<file path="config.mk">
export PLATFORM = sky130hd
export DESIGN_NAME = lane_map_reader_flat
export DESIGN_NICKNAME = d
export VERILOG_FILES = /design/src/rtl/lane_map_reader_if.sv /design/src/rtl/lane_map_reader.sv /design/src/flat_wrapper.sv
export SDC_FILE = /design/constraint.sdc
export NUM_CORES = 1
export LEC_CHECK = 0
export CORE_MARGIN = 4
export CORE_UTILIZATION = 60
export CTS_CLUSTER_DIAMETER = 30
export DETAILED_ROUTE_END_ITERATION = 10
export PLACE_DENSITY = 0.91
export SYNTH_ARGS = -nofsm -noshare
export SYNTH_HDL_FRONTEND = slang
export SYNTH_SLANG_ARGS = --single-unit
</file>
<file path="constraint.sdc">
create_clock -name clk -period 3.5 [get_ports clk]
set_input_delay 0.7 -clock clk [delete_from_list [all_inputs] [get_ports clk]]
set_output_delay 0.7 -clock clk [all_outputs]
set_load 0.01 [all_outputs]
</file>
<file path="src/rtl/lane_map_reader_if.sv">
// lane_map_reader_if: BRAM read port and packed-word output stream of the lane-map reader
interface lane_map_reader_if #(
    parameter int AW = 11
) ();
    logic          bram_rd_en;
    logic [AW-1:0] bram_rd_addr;
    logic [7:0]    bram_rd_data;
    logic [31:0]   o_data;
    logic          o_valid;
    logic          o_last;
    logic          i_ready;

    modport master (
        output bram_rd_en, bram_rd_addr, o_data, o_valid, o_last,
        input  bram_rd_data, i_ready
    );

    modport slave (
        input  bram_rd_en, bram_rd_addr, o_data, o_valid, o_last,
        output bram_rd_data, i_ready
    );
endinterface

</file>
<file path="src/rtl/lane_map_reader.sv">
// lane_map_reader: sweeps the finished lane-map BRAM and streams it out as packed 32-bit words
module lane_map_reader #(
    parameter int OUT_WIDTH  = 64,
    parameter int OUT_HEIGHT = 32,
    parameter int FIFO_DEPTH = 2
) (
    input  logic              clk,
    input  logic              rst_n,
    input  logic              i_frame_valid,
    lane_map_reader_if.master bus,
    output logic              o_busy,
    output logic              o_frame_done,
    output logic              o_abort
);
    localparam int N  = OUT_WIDTH * OUT_HEIGHT;
    localparam int AW = $clog2(N);
    localparam int PW = $clog2(FIFO_DEPTH);
    localparam int CW = $clog2(FIFO_DEPTH + 1);
    localparam logic [1:0] IDLE  = 2'd0;
    localparam logic [1:0] READ  = 2'd1;
    localparam logic [1:0] DRAIN = 2'd2;

    logic [1:0]    state;
    logic          fv_q;
    logic [AW-1:0] addr;
    logic          rd_v;
    logic          rd_b3;
    logic          rd_last;
    logic [23:0]   pk;
    logic [32:0]   mem [FIFO_DEPTH];
    logic [PW-1:0] wp;
    logic [PW-1:0] rp;
    logic [CW-1:0] cnt;
    logic [CW:0]   committed;
    logic          start;
    logic          abort;
    logic          rd_en;
    logic          push;
    logic          pop;
    logic          at_end;

    function automatic logic [PW-1:0] nxt(input logic [PW-1:0] p);
        return p == PW'(FIFO_DEPTH - 1) ? '0 : p + PW'(1);
    endfunction

    assign bus.bram_rd_en   = rd_en;
    assign bus.bram_rd_addr = addr;
    assign bus.o_valid      = cnt != '0;
    assign bus.o_data       = bus.o_valid ? mem[rp][31:0] : '0;
    assign bus.o_last       = bus.o_valid && mem[rp][32];
    assign o_busy           = state != IDLE;

    // A byte-3 read may only go out if its word will have a FIFO slot reserved on return
    always_comb begin
        abort     = state != IDLE && !i_frame_valid;
        start     = state == IDLE && i_frame_valid && !fv_q;
        at_end    = addr == AW'(N - 1);
        committed = (CW+1)'(cnt) + (CW+1)'(rd_v && rd_b3);
        rd_en     = state == READ && i_frame_valid && (addr[1:0] != 2'd3 || committed < (CW+1)'(FIFO_DEPTH));
        push      = rd_v && rd_b3;
        pop       = bus.o_valid && bus.i_ready;
    end

    // Sweep control; fv_q resets high so a level already present at reset release is not a new frame
    always_ff @(posedge clk or negedge rst_n) begin
        if (!rst_n) begin
            state        <= IDLE;
            fv_q         <= 1'b1;
            addr         <= '0;
            o_frame_done <= 1'b0;
            o_abort      <= 1'b0;
        end else begin
            fv_q         <= i_frame_valid;
            o_abort      <= abort;
            o_frame_done <= !abort && state == DRAIN && pop && bus.o_last;
            if (abort) begin
                state <= IDLE;
            end else if (start) begin
                state <= READ;
                addr  <= '0;
            end else if (rd_en) begin
                if (at_end)
                    state <= DRAIN;
                else
                    addr <= addr + AW'(1);
            end else if (state == DRAIN && pop && bus.o_last) begin
                state <= IDLE;
            end
        end
    end

    // Byte packing and output word FIFO; an abort discards in-flight data and flushes the FIFO
    always_ff @(posedge clk or negedge rst_n) begin
        if (!rst_n) begin
            rd_v    <= 1'b0;
            rd_b3   <= 1'b0;
            rd_last <= 1'b0;
            pk      <= '0;
            wp      <= '0;
            rp      <= '0;
            cnt     <= '0;
            for (int i = 0; i < FIFO_DEPTH; i++)
                mem[i] <= '0;
        end else begin
            rd_v    <= rd_en;
            rd_b3   <= addr[1:0] == 2'd3;
            rd_last <= at_end;
            if (abort) begin
                wp  <= '0;
                rp  <= '0;
                cnt <= '0;
            end else begin
                if (rd_v && !push)
                    pk <= {bus.bram_rd_data, pk[23:8]};
                if (push) begin
                    mem[wp] <= {rd_last, bus.bram_rd_data, pk};
                    wp      <= nxt(wp);
                end
                if (pop)
                    rp <= nxt(rp);
                cnt <= cnt + CW'(push) - CW'(pop);
            end
        end
    end
endmodule

</file>
<file path="src/flat_wrapper.sv">
// flat-port wrapper written by rule: the top's interface ports become plain ports
module lane_map_reader_flat 
#(
    parameter int OUT_WIDTH  = 64,
    parameter int OUT_HEIGHT = 32,
    parameter int FIFO_DEPTH = 2
)
  (clk, rst_n, i_frame_valid, o_busy, o_frame_done, o_abort, bus_bram_rd_en, bus_bram_rd_addr, bus_o_data, bus_o_valid, bus_o_last, bus_bram_rd_data, bus_i_ready);
  lane_map_reader_if #(.AW((11))) bus_i ();
  input  logic clk;
  input  logic rst_n;
  input  logic i_frame_valid;
  output logic o_busy;
  output logic o_frame_done;
  output logic o_abort;
  output wire logic [$bits(bus_i.bram_rd_en)-1:0] bus_bram_rd_en;
  output wire logic [$bits(bus_i.bram_rd_addr)-1:0] bus_bram_rd_addr;
  output wire logic [$bits(bus_i.o_data)-1:0] bus_o_data;
  output wire logic [$bits(bus_i.o_valid)-1:0] bus_o_valid;
  output wire logic [$bits(bus_i.o_last)-1:0] bus_o_last;
  input wire logic [$bits(bus_i.bram_rd_data)-1:0] bus_bram_rd_data;
  input wire logic [$bits(bus_i.i_ready)-1:0] bus_i_ready;
  assign bus_bram_rd_en = bus_i.bram_rd_en;
  assign bus_bram_rd_addr = bus_i.bram_rd_addr;
  assign bus_o_data = bus_i.o_data;
  assign bus_o_valid = bus_i.o_valid;
  assign bus_o_last = bus_i.o_last;
  assign bus_i.bram_rd_data = bus_bram_rd_data;
  assign bus_i.i_ready = bus_i_ready;
  lane_map_reader #(.OUT_WIDTH(OUT_WIDTH), .OUT_HEIGHT(OUT_HEIGHT), .FIFO_DEPTH(FIFO_DEPTH)) u_core (.clk(clk), .rst_n(rst_n), .i_frame_valid(i_frame_valid), .bus(bus_i), .o_busy(o_busy), .o_frame_done(o_frame_done), .o_abort(o_abort));
endmodule
</file>
==> results of run 1 <==
## critical path, cell delays in order, from the launching register on
cell,delay [ns]
dfrtp_1,0.45
ha_1,0.31
a21oi_1,0.31
nand4_1,0.18
inv_1,0.19
clkdlybuf4s50_1,0.58
## cells by family (layout without fill, tap and decap cells)
family,after synthesis,after routing,share of synthesized area
and+or+nand+nor,84,84,0.08873
adders and majority gates,3,3,0.007584
DFF,113,113,0.5715
buffers and inverters,24,107,0.02553
muxes,129,129,0.2836
xor gates and xnor gates,4,4,0.007079
AOI/OAI and AO/OA,12,12,0.01593
## state kept, by name, summed over array words and instances (netlist names)
| signal | flops |
|---|---|
| u_core.mem | 66 |
| u_core.pk | 24 |
| u_core.bus.bram_rd_addr | 11 |
| u_core.cnt | 2 |
| u_core.state | 2 |
| u_core.fv_q | 1 |
| u_core.o_abort | 1 |
| u_core.o_frame_done | 1 |
| u_core.rd_b3 | 1 |
| u_core.rd_last | 1 |
| u_core.rd_v | 1 |
| u_core.rp | 1 |
| u_core.wp | 1 |
## final cells by class
type / instances / area (µm²) / area share
clock buffer: 19 / 441.7 / 0.07071
clock inverter: 13 / 137.6 / 0.02204
inverter: 7 / 28.78 / 0.004607
multi-input combinational: 232 / 1997 / 0.3197
sequential: 113 / 2830 / 0.4531
tap: 102 / 127.6 / 0.02043
timing repair buffer: 68 / 683.2 / 0.1094
## stage by stage
stage,hold WS [ns],instances,setup WS [ns],utilization,power (µW)
after global routing,0.2984,554,0.1732,0.7919,4677
after CTS,0.2603,554,0.3169,0.7919,4496
after global placement,0.4679,522,0.6754,0.7184,2742
after floorplan,0.4044,369,1.563,-,2372
final,0.2464,554,0.2694,0.7919,4479
after detailed placement,0.4845,522,0.6402,0.7184,2796
## how the worst max path moves through the flow
| stage | startpoint | endpoint | cells after the start |
|---|---|---|---|
| finish | u_core.bus.bram_rd_addr[0] | bus_bram_rd_en | 5 |
| global route | u_core.bus.bram_rd_addr[0] | bus_bram_rd_en | 5 |
| CTS | u_core.bus.bram_rd_addr[0] | bus_bram_rd_en | 5 |
| detailed placement | i_frame_valid | bus_bram_rd_en | 4 |
| global placement | i_frame_valid | bus_bram_rd_en | 4 |
| floorplan | u_core.cnt[0] | u_core.cnt[1] | 9 |
## per-layer routing
layer / vias up / global-route usage
li1: 1451 / -
met1: 1674 / 0.3236
met2: 109 / 0.4091
met3: 30 / 0.06157
met4: 0 / 0.1008
met5: - / 0
## placed cells by master (no fill, tap or decap), types with 4 or more instances in the layout
master / count
dfrtp_1: 111
buf_4: 7
clkinvlp_4: 6
nand3_1: 5
mux2_2: 88
nor2_1: 37
nand2_1: 10
inv_1: 5
a21oi_1: 4
clkbuf_16: 16
clkdlybuf4s50_1: 59
mux2i_1: 39
nand4_1: 4
or3_1: 4
## power by group
part,internal [µW],switching (µW),total [µW]
Clock,1050,617,1660
Combinational,537,458,995
Sequential,1570,249,1820
==> results.ini, run 1 <==
[detailed_routing]
ant_nets=0
drt_wl_total_mm=11.18
avgRoutedWirePerCell_um=20.17
vias=3264
viasPerCell=5.892
drtPass1Iterations=4
wl_met1_mm=4.576
route.met3.wl_um=568
top_layer=met4
drt_iter0_drc=180
dr_wl_met2_mm=5.717
drc_errors=0

[clock_network]
clockBufferDepth=2
cts-buffers-inserted=17
cts_tree=done
hold_buffers=0
cts_setup_buffers=0
path_clk_slew_ns=0.06
cts_resized=0
root_buffer=clkbuf_8
h-tree-depth=4
clkSinkCount=113
clock_latency_ns=0.52

[cells_and_area]
drive_gt1_frac=0.3164
fin_nets=454
n_antenna_cell=0
stdcell_area_mm2=0.006246
area_delta_synth_final_pct=26.19
nFillCells=425

[synth]
yosysWarnings=0
netlist_top_cells_area=dfrtp_1 57%, mux2_2 20%, mux2i_1 7.9%
yosysMostFrequentCell=dfrtp_1
synth_edf_count=0
synth_area_mm2=0.004950
synth_top_cell_area_share=0.5662
synth_largest_area_cell=dfrtp_1
ys_types=42
synthTopCellsByCount=112 x dfrtp_1, 88 x mux2_2, 39 x mux2i_1
async_flop_share=1.000
synth-seq-cells=113
syn_area_per_cell_um2=13.41
syn-num-nets=384
synth_seq_area_share=0.5715
synth_flop_cell=dfrtp_1
synth_cells=369

[place]
dpl.hpwl_mm=6.175
gp_congestion=0.8821
io_buffers=60
placed_area_mm2=0.005667

[timing]
tns_ns=0
slew_headroom=0.5158
finalCritPeriodShare=0.9230
min_period_ns=3.231
rsz0062_at_grt=false
fmax_mhz=309.5
hold_viol_final=0
finClkSkew_ns=0.01376
finalSetupViolations=0
worst_slew_pin_slew_ns=0.7224
slew_violations=0

[setup_path]
crit_path_start_kind=register
rr_endpoint=u_core.bus.bram_rd_addr[5]
r2r_cells=6
critPathMaxFanout=6
r2r-start=u_core.bus.bram_rd_addr[0]
cp.required_ns=2.80
cp.arrival_ns=2.53
r2r_slack_ns=1.29
path_class=reg -> out
crit_path_end_kind=output pin

[grt]
antenna_found_initial=0
grt_pass1_wl_mm=18.95
grt_max_degree=58
grt_pass1_vias=3581
gr-total-overflow=0
grt_use_total=0.2508

[power]
peakVddDrop_mv=0.4163
p_leak_uw=0.002929
cellPowerDensity_mw_per_mm2=717.0

[floorplanning]
initial_utilization=0.6275
rows=32
fp.dieW_um=98.83
coreArea_mm2=0.007888
io_pins=61
die_y_um=98.83
die-area_mm2=0.009766

[job]
drv_cap=0

[min_path]
hold_path.class=in -> async

[outcome]
status=finished clean

(Power assumes the default switching activity.)
==> run 2, diff against run 1 <==
Settings changed: CTS_CLUSTER_SIZE set to 40.
==> results of run 2 <==
Final layout, timing and power as in run 1 (identical DEF).
